### src/rtl/ps2_movement_keys.sv
// PS/2 keyboard receiver plus arrow-key decoder producing four "key held" flags.
// Receiver frames 11-bit PS/2 words; decoder tracks E0/F0 prefixes to set/clear flags.
//
// state      | meaning
// RX_IDLE    | waiting for the start-bit falling edge
// RX_RECV    | shifting d0..d7, parity, stop; timeout armed
// D_IDLE     | no prefix pending
// D_EXT      | E0 seen, next byte is an extended make or F0
// D_BRK      | F0 seen, next (non-extended) byte is ignored
// D_EXT_BRK  | E0 F0 seen, next byte is an extended release
module ps2_movement_keys #(
    parameter int TIMEOUT_CYCLES = 5000,
    parameter int CNT_W          = 13
) (
    input  logic       clock,
    input  logic       reset,
    input  logic       ps2_clk,
    input  logic       ps2_dat,
    output logic       turn_right,
    output logic       turn_left,
    output logic       move_forward,
    output logic       move_backward,
    output logic [7:0] scan_code,
    output logic       scan_valid,
    output logic       frame_error
);

    localparam logic       RX_IDLE   = 1'b0;
    localparam logic       RX_RECV   = 1'b1;
    localparam logic [1:0] D_IDLE    = 2'd0;
    localparam logic [1:0] D_EXT     = 2'd1;
    localparam logic [1:0] D_BRK     = 2'd2;
    localparam logic [1:0] D_EXT_BRK = 2'd3;
    localparam logic [CNT_W-1:0] TMO_LAST = CNT_W'(TIMEOUT_CYCLES - 1);

    logic [1:0]       clk_sync;
    logic [1:0]       dat_sync;
    logic             clk_prev;
    logic             fall;
    logic             rx_state;
    logic [3:0]       bitcnt;
    logic [9:0]       shreg;
    logic [CNT_W-1:0] tmo_cnt;
    logic             frame_ok;
    logic [1:0]       dec_state;
    logic [3:0]       held;
    logic [3:0]       key_hit;

    assign fall = clk_prev & ~clk_sync[1];

    // shreg[0] holds the start bit, [8:1] the data byte, [9] parity; stop is still on the line
    assign frame_ok = ~shreg[0] & dat_sync[1] & (^shreg[9:1]);

    always_ff @(posedge clock) begin
        if (reset) begin
            clk_sync <= 2'b00;
            dat_sync <= 2'b00;
            clk_prev <= 1'b0;
        end else begin
            clk_sync <= {clk_sync[0], ps2_clk};
            dat_sync <= {dat_sync[0], ps2_dat};
            clk_prev <= clk_sync[1];
        end
    end

    always_ff @(posedge clock) begin
        if (reset) begin
            rx_state    <= RX_IDLE;
            bitcnt      <= 4'd0;
            shreg       <= 10'd0;
            tmo_cnt     <= '0;
            scan_code   <= 8'd0;
            scan_valid  <= 1'b0;
            frame_error <= 1'b0;
        end else begin
            scan_valid  <= 1'b0;
            frame_error <= 1'b0;
            case (rx_state)
                RX_IDLE: begin
                    if (fall) begin
                        shreg    <= {dat_sync[1], shreg[9:1]};
                        bitcnt   <= 4'd1;
                        tmo_cnt  <= '0;
                        rx_state <= RX_RECV;
                    end
                end
                default: begin
                    if (fall) begin
                        tmo_cnt <= '0;
                        if (bitcnt == 4'd10) begin
                            rx_state <= RX_IDLE;
                            bitcnt   <= 4'd0;
                            if (frame_ok) begin
                                scan_code  <= shreg[8:1];
                                scan_valid <= 1'b1;
                            end else begin
                                frame_error <= 1'b1;
                            end
                        end else begin
                            shreg  <= {dat_sync[1], shreg[9:1]};
                            bitcnt <= bitcnt + 4'd1;
                        end
                    end else if (tmo_cnt == TMO_LAST) begin
                        rx_state    <= RX_IDLE;
                        bitcnt      <= 4'd0;
                        tmo_cnt     <= '0;
                        frame_error <= 1'b1;
                    end else begin
                        tmo_cnt <= tmo_cnt + 1'b1;
                    end
                end
            endcase
        end
    end

    // bit order of held/key_hit: {right, left, forward, backward}
    always_comb begin
        key_hit = 4'b0000;
        case (scan_code)
            8'h74:   key_hit = 4'b1000;
            8'h6B:   key_hit = 4'b0100;
            8'h75:   key_hit = 4'b0010;
            8'h72:   key_hit = 4'b0001;
            default: key_hit = 4'b0000;
        endcase
    end

    always_ff @(posedge clock) begin
        if (reset) begin
            dec_state <= D_IDLE;
            held      <= 4'b0000;
        end else if (frame_error) begin
            dec_state <= D_IDLE;
        end else if (scan_valid) begin
            case (dec_state)
                D_IDLE: begin
                    if (scan_code == 8'hE0)
                        dec_state <= D_EXT;
                    else if (scan_code == 8'hF0)
                        dec_state <= D_BRK;
                    else if (scan_code == 8'h00 || scan_code == 8'hFF)
                        held <= 4'b0000;
                end
                D_EXT: begin
                    if (scan_code == 8'hF0) begin
                        dec_state <= D_EXT_BRK;
                    end else if (scan_code != 8'hE0) begin
                        held      <= held | key_hit;
                        dec_state <= D_IDLE;
                    end
                end
                D_EXT_BRK: begin
                    held      <= held & ~key_hit;
                    dec_state <= D_IDLE;
                end
                default: dec_state <= D_IDLE;
            endcase
        end
    end

    assign turn_right    = held[3];
    assign turn_left     = held[2];
    assign move_forward  = held[1];
    assign move_backward = held[0];

endmodule

### config.mk
export PLATFORM = sky130hd
export DESIGN_NAME = ps2_movement_keys
export DESIGN_NICKNAME = d
export VERILOG_FILES = /design/src/rtl/ps2_movement_keys.sv
export SDC_FILE = /design/constraint.sdc
export NUM_CORES = 1
export LEC_CHECK = 0
export CAP_MARGIN = 20
export CORE_ASPECT_RATIO = 0.8
export CORE_MARGIN = 3
export CORE_UTILIZATION = 57
export DETAILED_ROUTE_END_ITERATION = 10
export PLACE_DENSITY = 0.78
export SYNTH_ARGS = -nofsm -noshare
export SYNTH_HDL_FRONTEND = slang
export SYNTH_SLANG_ARGS = --single-unit
### constraint.sdc
create_clock -name clock -period 2.11 [get_ports clock]
set_input_delay 0.422 -clock clock [delete_from_list [all_inputs] [get_ports clock]]
set_output_delay 0.422 -clock clock [all_outputs]
set_load 0.1 [all_outputs]
After elaboration in Yosys (flattened, before gate mapping)
Cells that the tools add are included.
Operators by class
  add/subtract/negate cells: 2
  equality and inequality tests: 20
  multiplexer cells: 35
  bitwise logic cells: 12
  reductions and logical operators: 15
Operators with widths (count)
  $mux W13: 4
  $mux W10: 4
  $mux W4: 10
  $eq A8 B7 Y1 const B: 4
  $eq A8 B8 Y1 const B: 3
  $pmux W4 S4: 1
  $add A13 B1 Y13 const B: 1
  $eq A13 B13 Y1 const B: 1
  $ne A2 B2 Y1 const B: 6
  $pmux W4 S3: 1
  $mux W1: 10
  $reduce_xor A9 Y1: 1
  $logic_not A8 Y1: 1
  $mux W2: 4
  $ne A8 B8 Y1 const B: 1
  $reduce_and A8 Y1: 1
  $ne A3 B3 Y1 const B: 2
  $not A1 Y1: 6
  $add A4 B1 Y4 const B: 1
  $and A4 B4 Y4: 1
  $eq A4 B4 Y1 const B: 1
  $not A4 Y4: 1
  $or A4 B4 Y4: 1
  $pmux W2 S2: 1
  12 further kinds: 17
Word-level totals
  register bits after elaboration: 49
  bits of input ports: 4
  output and inout bits: 14
  logic and storage cells: 96

Depth between registers and ports, before layout
Gate-level depths: netlist of the first run.
  word-level depth: 6
  gate-level depth with buffers: 8
  depth with buffers taken out: 7

Least setup slack after synthesis of the first run
No wires, ideal clock.
  path kind: reg-to-reg
  start: register scan_code[0]
  end: register held[3]
  library setup time: 0.128 ns
  data arrival time: 2.064 ns
  required time: 1.982 ns
  setup slack: -0.082 ns
  stages on the path, launching flop included: 6
  buffers on the path: 0
  period minus slack after synthesis: 2.192 ns
  cells stage by stage: dfxtp_1 or4_1 nand2b_1 a21o_1 a211oi_2 o21ai_1
Between the ends
  cells in the longest elaborated chain, start to end: 6
  elaborated cells between the ends (all ways): 23
  those cells by class: 13 x eq/ne; 4 x mux; 3 x bitwise; 3 x reduce/logical
Ends and longest elaborated chain
  from (decl): RTL line 23  | output logic [7:0] scan_code,
  from (signal assigned): RTL line 94  | scan_code <= shreg[8:1];
  $eq A8 B7 Y1: RTL line 119  | case (scan_code)
  $pmux W4 S4: RTL line 119
  $or A4 B4 Y4: RTL line 148  | held <= held | key_hit;
  $mux W4: RTL line 147  | end else if (scan_code != 8'hE0) begin
  $mux W4: RTL line 145  | if (scan_code == 8'hF0) begin
  $pmux W4 S3: RTL line 135  | case (dec_state)
  to (signal assigned): RTL line 148
  to (signal assigned): RTL line 153  | held <= held & ~key_hit;
  to (decl): RTL line 46  | logic [3:0] held;
Several ways; a longest one is shown, not always the timed one. The select of a mux whose other input is x is not followed.
A chain may end at the register's enable or synchronous reset.

Final worst setup path of the first run
  start: register tmo_cnt[5]
  end: register tmo_cnt[9]
Between the ends
  cells in the longest elaborated chain, start to end: 4
  elaborated cells between the ends (all ways): 5
  those cells by class: 1 x add/sub; 1 x eq/ne; 3 x mux
Ends and longest elaborated chain
  from (decl): RTL line 43  | logic [CNT_W-1:0] tmo_cnt;
  from (signal assigned): RTL line 109  | tmo_cnt <= tmo_cnt + 1'b1;
  $add A13 B1 Y13 or $eq A13 B13 Y1 (tied branches): RTL line 109, 103
  $mux W13 (*): RTL line 103  | end else if (tmo_cnt == TMO_LAST) begin
  $mux W13 (*): RTL line 88  | if (fall) begin
  $mux W13 (*): RTL line 78  | case (rx_state)
Every way passes the cells marked *; elsewhere a longest branch is shown, timed or not.

==> flow_metrics.tcl, run 1 <==
set metrics [dict create \
    p_leak_uw 0.000955 \
    clockPowerShare 0.349 \
    irDropWorstVdd_uv 403 \
    hold_class "register to register" \
    die_w_um 78.2 \
    cts_resized 0 \
    ys_warn_count 0 \
    worstReg2RegEnd "tmo_cnt[9]" \
    critPathMaxFanout 13 \
    p_sw_frac 0.223 \
    ant_nets 0 \
    reg2reg_depth 5 \
    post-route-drc-count 0 \
    synth_fp_nets 283 \
    cts_setup_buffers 0 \
    coreArea_mm2 0.00390 \
    diodes 0 \
    dp_hpwl_mm 3.63 \
    combPwrFrac 0.034 \
    regToRegSetupSlack_ns 0.09 \
    ioPinCount 18 \
    vias 2097 \
    synth.avg_cell_area_um2 8.62 \
    fin_crit_ns 2.02 \
    clock-sinks 49 \
    area_delta_synth_final_pct 12.6 \
    max_cap_viol_count 0 \
    finish.utilization 0.687 \
    critPathRequiredTime_ns 2.29 \
    dr.pass1.iters 4 \
    grt_pass1_wl_mm 9.02 \
    initial_core_util 0.610 \
    p_per_area_mw_per_mm2 566 \
    dp_slack_ns 0.110 \
    finalSetupViolCount 0 \
    grt_max_degree 36 \
    yosysSeqAreaShare 0.412 \
    ys_types 50 \
    synth_ff_type "dfxtp_1" \
    reg2reg_from "tmo_cnt[5]" \
    fmax_mhz 494 \
    gr-total-overflow 0 \
    layout_common_cells "46 x dfxtp_1, 30 x a21oi_1, 24 x nand2_1, 24 x nand3_1, 24 x buf_4" \
    grt_setup_unrepaired "false" \
    grt_pass1_vias 1948 \
    fin_ws_ns 0.0857 \
    async_flop_share 0 \
    portBuffers 17 \
    synth_edf_count 0 \
    cpPeakStageDelay_ns 0.56 \
    setup_tns_ns 0 \
    seq_power_share 0.617 \
    h-tree-depth 2 \
    die-height_um 63.8 \
    status "completed" \
    hold_viol 0 \
    slew_violations 0 \
    syn_inst 276 \
    wl_per_cell_um 14.6 \
    nets 303 \
    cp.arrival_ns 2.21 \
    clk_latency_ns 0.30 \
    instances_no_fill 352 \
    power_switching_uw 339 \
    start_kind "register" \
    rows 20 \
    drive_gt1_frac 0.145 \
    vias_per_cell 5.96 \
    period_share 0.959 \
    numCtsBuffers 5 \
    drt_iter0_markers 121 \
    path_clk_slew_ns 0.09 \
    path_class "register to register" \
    cts_tree "built" \
    crit_path_end "tmo_cnt[9]" \
    tightest_slew_ns 0.637 \
    cp_slowest_cell "or4b_1" \
    cp_cell_sequence "or4b_1 -> nor3_4 -> nor2_2 -> a41oi_1 -> a311oi_1" \
    place_inst 344 \
    max-clock-path-buffers 2 \
    ys_seq_elements 49 \
    groute.usage.overall 0.223 \
    layout_commonest_cell "dfxtp_1" \
    cts_root_buf "clkbuf_8" \
    fin_worst_skew_ns 0.00894 \
    gp_congestion 0.830 \
    ctsHoldBuffers 0 \
    cellInternalPower_uw 1180 \
    wl_mm 5.15 \
    synth_area_mm2 0.00238 \
    dieArea_mm2 0.00499 \
    crit_path_start "tmo_cnt[5]" \
    slew_headroom 0.572 \
    grt_antenna_before_repair 0 \
    worst_setup_path_end_kind "register" \
]
-- through the flow --
stage	instance area [µm²]	hold WS, ns	power (µW)
final	2680	0.459	1520
after global routing	2680	0.478	1580
after detailed placement	2600	0.448	1010
after global placement	2600	0.429	1010
after floorplan	2380	0.414	993
after CTS	2680	0.461	1530
-- how the worst min path moves through the flow --
stage / startpoint / end / slack [ns] / cells after the start
6_report: dat_sync[0] / dat_sync[1] / 0.46 / 1
5_1_grt: dat_sync[0] / dat_sync[1] / 0.48 / 1
3_3_place_gp: dat_sync[0] / dat_sync[1] / 0.43 / 1
4_1_cts: dat_sync[0] / dat_sync[1] / 0.46 / 1
3_5_place_dp: dat_sync[0] / dat_sync[1] / 0.45 / 1
2_1_floorplan: clk_sync[0] / clk_sync[1] / 0.41 / 1
-- power groups by stage --
| stage | Sequential [µW] | Clock [µW] | Combinational (µW) |
|---|---|---|---|
| after floorplan | 955 | 0 | 37.9 |
| after global placement | 957 | 0 | 51.2 |
| after detailed placement | 957 | 0 | 51.1 |
| after CTS | 935 | 543 | 51.5 |
| after global routing | 937 | 584 | 57.4 |
| final | 935 | 529 | 52.3 |
-- worst max-delay path: cells and delay by family (launching register included) --
kind,cells,cell delay [ns]
AO/OA/AOI/OAI,2,0.34
flip-flops,1,0.37
AND/OR/NAND/NOR,3,1.18
-- per-layer routing --
metal	GRT usage	up-vias	part of all wire	wire length (µm)
met1	0.315	978	0.51	2600
met3	0.0592	7	0.058	299
met5	0	-	0	0
met2	0.332	48	0.42	2180
met4	0.0721	0	0.012	64
li1	-	1064	-	-
-- state kept, by name, summed over array words and instances (netlist names) --
signal / cells
bitcnt: 4
clk_prev: 1
clk_sync: 2
dat_sync: 2
dec_state: 2
frame_error: 1
held: 4
rx_state: 1
scan_code: 8
scan_valid: 1
shreg: 10
tmo_cnt: 13
-- cell usage after synthesis, types with 2 or more instances --
library cell  number  area, µm²
a21o_1             2       15.0
a21oi_1           30        150
a311oi_1           4       35.0
a31oi_1            3       18.8
a41oi_1            4       35.0
and3_1             4       25.0
buf_1              2       7.51
clkbuf_1          11       41.3
dfxtp_1           49        981
ha_1               3       37.5
inv_1              5       18.8
mux2i_1            2       20.0
nand2_1           24       90.1
nand2b_1           5       31.3
nand3_1           24        120
nand3b_1           6       45.0
nand4_1           14       87.6
nor2_1            11       41.3
nor2b_1            9       56.3
nor3_1            12       60.1
nor4_1             3       18.8
o21ai_0            2       10.0
o21ai_1            4       20.0
o31ai_1           10       75.1
or3_1              3       18.8
xnor2_1            2       17.5
xor2_1             5       43.8
-- final cells by class --
class,instances,area [µm²]
inverter,5,18.8
tap,55,68.8
sequential,49,985
timing repair buffer,27,205
multi-input combinational,208,1320
clock inverter,2,10.0
clock buffer,6,72.6
fill,334,1220
-- cell families after synthesis --
logic type	synth area share
AO/OA/AOI/OAI	0.166
XOR/XNOR	0.0542
adder cells (fa/ha/maj)	0.0158
buffers and inverters	0.0331
flip-flops	0.412
multiplexers	0.00841
AND/OR/NAND/NOR	0.311
Note: power is estimated with default switching activity, not from simulation.
==> run 2, diff against run 1 <==
Settings changed: CAP_MARGIN 20 to not set.
==> results of run 2 <==
The final DEF is identical to that of run 1; final timing and power are the same.
